### src/rtl/ram_arbiter.sv
// ram_arbiter: two-requester arbiter for the single data port of a synchronous RAM.
// Ownership FSM IDLE/OWN0/OWN1 with a per-ownership burst limit. RAM address, data
// and write-enable come combinationally from the owning port.
// Read data returns one cycle after acceptance as a single-cycle rvalid pulse.
//
// Optional feature (macro ARB_ROUND_ROBIN_EN):
//   defined   - contention goes to the port not served last (last-served pointer).
//   undefined - port 0 wins contention; port 1 yields after each access while req0 waits.
//
// Ports:
//   clock, reset                      clock and asynchronous active-low reset
//   req0/1, wEn0/1, addr0/1, wdata0/1 requester access requests
//   gnt0/1                            port owns the RAM data port this cycle
//   rvalid0/1, rdata0/1               read return pulse and data (data held between pulses)
//   ram_wEn, ram_address,
//   ram_write_data, ram_read_data     RAM data port (read data valid one cycle after address)
module ram_arbiter #(
  parameter int unsigned DATA_WIDTH = 32,
  parameter int unsigned ADDR_WIDTH = 16,
  parameter int unsigned BURST_LEN  = 4
) (
  input  logic                  clock,
  input  logic                  reset,
  input  logic                  req0,
  input  logic                  req1,
  input  logic                  wEn0,
  input  logic                  wEn1,
  input  logic [ADDR_WIDTH-1:0] addr0,
  input  logic [ADDR_WIDTH-1:0] addr1,
  input  logic [DATA_WIDTH-1:0] wdata0,
  input  logic [DATA_WIDTH-1:0] wdata1,
  output logic                  gnt0,
  output logic                  gnt1,
  output logic                  rvalid0,
  output logic                  rvalid1,
  output logic [DATA_WIDTH-1:0] rdata0,
  output logic [DATA_WIDTH-1:0] rdata1,
  output logic                  ram_wEn,
  output logic [ADDR_WIDTH-1:0] ram_address,
  output logic [DATA_WIDTH-1:0] ram_write_data,
  input  logic [DATA_WIDTH-1:0] ram_read_data
);

  localparam int unsigned CNT_W = $clog2(BURST_LEN + 1);

`ifdef ARB_ROUND_ROBIN_EN
  localparam bit RR_EN = 1'b1;
`else
  localparam bit RR_EN = 1'b0;
`endif

  typedef enum logic [1:0] {IDLE, OWN0, OWN1} state_t;

  state_t                  state;
  logic [CNT_W-1:0]        burst_cnt;
  logic [CNT_W-1:0]        burst_inc;
  logic                    burst_hit;
  logic                    last_served;
  logic                    acc0;
  logic                    acc1;
  logic                    idle_pick1;
  logic                    yield1;
  logic [ADDR_WIDTH-1:0]   addr_q;
  logic [DATA_WIDTH-1:0]   wdata_q;
  logic [DATA_WIDTH-1:0]   rdata0_q;
  logic [DATA_WIDTH-1:0]   rdata1_q;

  assign gnt0 = (state == OWN0);
  assign gnt1 = (state == OWN1);
  assign acc0 = gnt0 & req0;
  assign acc1 = gnt1 & req1;

  // Burst limit is hit when the access accepted this cycle is the BURST_LEN-th one.
  always_comb begin
    burst_inc  = burst_cnt + CNT_W'(1);
    burst_hit  = (burst_inc == CNT_W'(BURST_LEN));
    // Round-robin: contention from IDLE goes to the port not served last.
    idle_pick1 = RR_EN & ~last_served;
    // Fixed priority: port 1 gives way after every access when port 0 waits.
    yield1     = RR_EN ? burst_hit : 1'b1;
  end

  // Ownership FSM with burst counter and last-served pointer.
  always_ff @(posedge clock or negedge reset) begin
    if (!reset) begin
      state       <= IDLE;
      burst_cnt   <= '0;
      last_served <= 1'b1;
    end else begin
      case (state)
        IDLE: begin
          if (req0 && req1) begin
            state       <= idle_pick1 ? OWN1 : OWN0;
            last_served <= idle_pick1;
            burst_cnt   <= '0;
          end else if (req0) begin
            state       <= OWN0;
            last_served <= 1'b0;
            burst_cnt   <= '0;
          end else if (req1) begin
            state       <= OWN1;
            last_served <= 1'b1;
            burst_cnt   <= '0;
          end
        end
        OWN0: begin
          if (!req0) begin
            burst_cnt <= '0;
            if (req1) begin
              state       <= OWN1;
              last_served <= 1'b1;
            end else begin
              state <= IDLE;
            end
          end else if (burst_hit && req1) begin
            state       <= OWN1;
            last_served <= 1'b1;
            burst_cnt   <= '0;
          end else if (burst_hit) begin
            burst_cnt <= '0;
          end else begin
            burst_cnt <= burst_inc;
          end
        end
        OWN1: begin
          if (!req1) begin
            burst_cnt <= '0;
            if (req0) begin
              state       <= OWN0;
              last_served <= 1'b0;
            end else begin
              state <= IDLE;
            end
          end else if (yield1 && req0) begin
            state       <= OWN0;
            last_served <= 1'b0;
            burst_cnt   <= '0;
          end else if (burst_hit) begin
            burst_cnt <= '0;
          end else begin
            burst_cnt <= burst_inc;
          end
        end
        default: begin
          state     <= IDLE;
          burst_cnt <= '0;
        end
      endcase
    end
  end

  // RAM port mux: owner drives during an accepted access, otherwise last values hold.
  always_comb begin
    ram_wEn        = (acc0 & wEn0) | (acc1 & wEn1);
    ram_address    = addr_q;
    ram_write_data = wdata_q;
    if (acc0) begin
      ram_address    = addr0;
      ram_write_data = wdata0;
    end else if (acc1) begin
      ram_address    = addr1;
      ram_write_data = wdata1;
    end
  end

  // Remember last driven RAM address/data for the hold behaviour.
  always_ff @(posedge clock or negedge reset) begin
    if (!reset) begin
      addr_q  <= '0;
      wdata_q <= '0;
    end else if (acc0) begin
      addr_q  <= addr0;
      wdata_q <= wdata0;
    end else if (acc1) begin
      addr_q  <= addr1;
      wdata_q <= wdata1;
    end
  end

  // Read return: pulse the cycle after acceptance, when the RAM output is valid.
  always_ff @(posedge clock or negedge reset) begin
    if (!reset) begin
      rvalid0  <= 1'b0;
      rvalid1  <= 1'b0;
      rdata0_q <= '0;
      rdata1_q <= '0;
    end else begin
      rvalid0 <= acc0 & ~wEn0;
      rvalid1 <= acc1 & ~wEn1;
      if (rvalid0) rdata0_q <= ram_read_data;
      if (rvalid1) rdata1_q <= ram_read_data;
    end
  end

  // Read data passes through during the pulse and is held afterwards.
  assign rdata0 = rvalid0 ? ram_read_data : rdata0_q;
  assign rdata1 = rvalid1 ? ram_read_data : rdata1_q;

endmodule
### config.mk
export PLATFORM = sky130hd
export DESIGN_NAME = ram_arbiter
export DESIGN_NICKNAME = d
export VERILOG_FILES = /design/src/rtl/ram_arbiter.sv
export SDC_FILE = /design/constraint.sdc
export NUM_CORES = 1
export LEC_CHECK = 0
export CAP_MARGIN = 20
export CORE_MARGIN = 1
export CORE_UTILIZATION = 56
export CTS_CLUSTER_SIZE = 10
export DETAILED_ROUTE_END_ITERATION = 8
export DONT_BUFFER_PORTS = 1
export GPL_TIMING_DRIVEN = 0
export PLACE_DENSITY = 0.84
export SYNTH_ARGS = -nofsm -noshare
export SYNTH_HDL_FRONTEND = slang
export SYNTH_SLANG_ARGS = --single-unit
### constraint.sdc
create_clock -name clock -period 1.45 [get_ports clock]
set_input_delay 0.29 -clock clock [delete_from_list [all_inputs] [get_ports clock]]
set_output_delay 0.29 -clock clock [all_outputs]
set_load 0.03 [all_outputs]
==> results.json <==
{
  "r2r-start": "state[0]",
  "end_kind": "primary output",
  "ys_ff_latch": 119,
  "gp_congestion": 0.793,
  "grt_pass1_vias": 4178,
  "use_met1_pct": 38.1,
  "slew_headroom_pct": 74.7,
  "synth_edf_count": 0,
  "ant_nets": 0,
  "syn2layout_area_growth_pct": 55.6,
  "drt_wl_total_mm": 18.3,
  "antenna_found_initial": 0,
  "clock_path_buffers": 2,
  "drive_gt1_share_pct": 58.2,
  "status": "complete, but fails checks",
  "ff2ff_setup_slack_ns": -0.28,
  "violations": "hold timing, setup timing",
  "clock_latency_ns": 0.51,
  "ys_types": 28,
  "routedWlPerCell_um": 31.3,
  "syn_area_per_cell_um2": 13.0,
  "clk_pin_slew_worst_paths_ns": 0.07,
  "busiest_layer": "met2",
  "drtIter0Drc": 139,
  "fin_skew_ns": 0.00799,
  "grt.overflow.total": 0,
  "dp_hpwl_mm": 9.18,
  "grt_pass1_wl_mm": 25.4,
  "worst_hold_slack_ns": -0.534,
  "hold_path_class": "in2async",
  "critical_path_required_ns": 1.16,
  "nNetsFinal": 604,
  "postSynthCellCount": 390,
  "vias": 3748,
  "tightest_slew_ns": 0.369,
  "ys_warn_count": 0,
  "grt_max_degree": 120,
  "report.final.hold_viol_count": 120,
  "power.density_nw_per_um2": 2790,
  "syn_nets": 531,
  "rsz0062_at_grt": "true",
  "synth_top_area_share_pct": 58.9,
  "ys.flop_type": "dfrtp_1",
  "fillers": 273,
  "pre_cts_ws_ns": -0.478,
  "htree_levels": 4,
  "slew_violations": 0,
  "diodes": 0,
  "yosys-top-cells-area": "dfrtp_1, mux2_2, mux2i_1",
  "clockRootBuffer": "clkbuf_8",
  "fin_crit_ns": 2.40,
  "path_class": "reg2out",
  "drv_cap": 0,
  "die_y_um": 97.0,
  "place_area_um2": 6150,
  "vias_per_cell": 6.42,
  "ys_seq_area_share_pct": 58.9,
  "leakage_nw": 3.39,
  "rows": 34,
  "die_x_um": 97.0,
  "setup-violations-final": 178,
  "start_util_pct": 57.9,
  "cpPeakStageDelay_ns": 0.41,
  "first_pass_iters": 4,
  "cts_buffers": 17,
  "drc": 0,
  "grtUsageTotal_pct": 36.9,
  "arrival_ns": 2.11,
  "synth_async_sr_flop_share_pct": 100,
  "r2r_end": "wdata_q[0]",
  "fin_crit_sh_pct": 166,
  "use_met2_pct": 65.6,
  "grtUsageMet3_pct": 13.7,
  "worst_slack_ns": -0.950,
  "crit_path_max_fanout": 6,
  "tritoncts": "built",
  "cpMaxStageDelayCell": "dfrtp_2",
  "crit_chain": "inv_2, ha_4, nand2_8, clkbuf_16, mux2i_2, o21ai_4",
  "setup.worst_path.start_class": "flop",
  "io_pins": 251,
  "synth_top_area_cell": "dfrtp_1",
  "vdd_drop_max_uv": 1690,
  "die-area_um2": 9410,
  "io_buffers": 0,
  "reg2reg_depth": 5,
  "clkSinkCount": 119,
  "core_area_um2": 8720,
  "syn_area_um2": 5050,
  "design_area_um2": 7860,
  "fmax_mhz": 417
}
-- registers in the layout, indices dropped and copies added, names as in the netlist --
register and count:
wdata_q 32, rvalid1 1, state 2, rdata1_q 32, rvalid0 1, burst_cnt 3, rdata0_q 32, addr_q 16
-- worst max-delay path by stage --
stage | slack [ns] | from | to | cells past startpoint
final | -0.95 | state[0] | ram_address[3] | 6
after global routing | -1.0 | state[0] | ram_write_data[0] | 5
after detailed placement | -0.48 | state[0] | ram_address[12] | 6
after global placement | -0.44 | state[1] | ram_address[13] | 8
after floorplan | -0.28 | state[0] | ram_address[15] | 6
after CTS | -0.90 | state[0] | ram_write_data[0] | 5
-- cells in the mapped netlist (2+ instances only) --
library cell,number
mux2_2,62
inv_1,4
clkbuf_4,2
buf_2,9
ha_1,7
nand2_1,51
dfrtp_1,119
a21oi_1,4
o21ai_0,47
mux2_1,4
clkbuf_1,6
mux2i_1,48
o21ai_1,4
nand3_1,2
buf_6,4
buf_4,4
nor2_1,2
-- report_power, final --
group          switching [W]  internal, W
Clock                0.00164      0.00263
Sequential          0.000790      0.00494
Combinational        0.00764      0.00428
Total                 0.0101       0.0119
-- what timing repair did --
| action | CTS | global route |
|---|---|---|
| gates cloned | 8 | 4 |
| setup buffers | 13 | 3 |
| hold endpoints to repair | 145 | 127 |
| gates resized for setup | 85 | 32 |
| endpoints found under the setup margin | 168 | 193 |
| hold buffers | 23 | 8 |
| pin swaps | 46 | 18 |
-- per-stage QoR --
stage	total power, W	std cells	utilization [%]	setup TNS (ns)
finish	0.0219	584	90.2	-93.55
global placement	0.0155	498	70.5	-34.07
global route	0.0225	584	90.2	-100.14
floorplan	0.0147	390	-	-19.18
CTS	0.0211	573	88.0	-92.88
detailed placement	0.0158	498	70.5	-37.76
-- critical path, delay by kind of cell, from the launching register on --
family,cells,cell delay (ns)
buf+inv,2,0.27
compound gates,1,0.33
fa+ha+maj,1,0.28
simple gates,1,0.12
mux,1,0.18
flops,1,0.41
-- cells in the final DEF, fill, tap and decap left out, types with 5 or more instances in the layout --
| master | n |
|---|---|
| mux2_4 | 67 |
| nand2_1 | 23 |
| o21ai_4 | 48 |
| dlygate4sd3_1 | 31 |
| mux2i_2 | 37 |
| buf_4 | 8 |
| buf_12 | 18 |
| clkbuf_16 | 21 |
| mux2i_1 | 11 |
| nand2_4 | 6 |
| nand2_2 | 23 |
| dfrtp_1 | 115 |
| clkbuf_8 | 5 |
| buf_6 | 6 |
-- layout make-up --
type / instances / area [um2] / area share (%)
clock buffer: 18 / 418 / 5.32
inverter: 4 / 15.0 / 0.191
sequential: 119 / 2980 / 37.9
clock inverter: 14 / 175 / 2.23
multi-input combinational: 243 / 3020 / 38.4
buffer: 24 / 437 / 5.55
tap: 108 / 135 / 1.72
timing repair buffer: 54 / 679 / 8.64
-- cells by family (layout without fill, tap and decap cells) --
group           Yosys count  after routing  share of synthesized area [%]
mux                     116            116                           25.0
simple gates             61             62                           5.00
compound gates           58             58                           5.97
fa+ha+maj                 7              7                           1.73
buf+inv                  29            114                           3.42
flops                   119            119                           58.9
-- per-layer routing --
layer  up-vias  wire length [um]
li1       1503                 -
met1      1926              6040
met2       272              9990
met3        47              1630
met4         0               610
met5         -                 0
(Power assumes the default switching activity.)
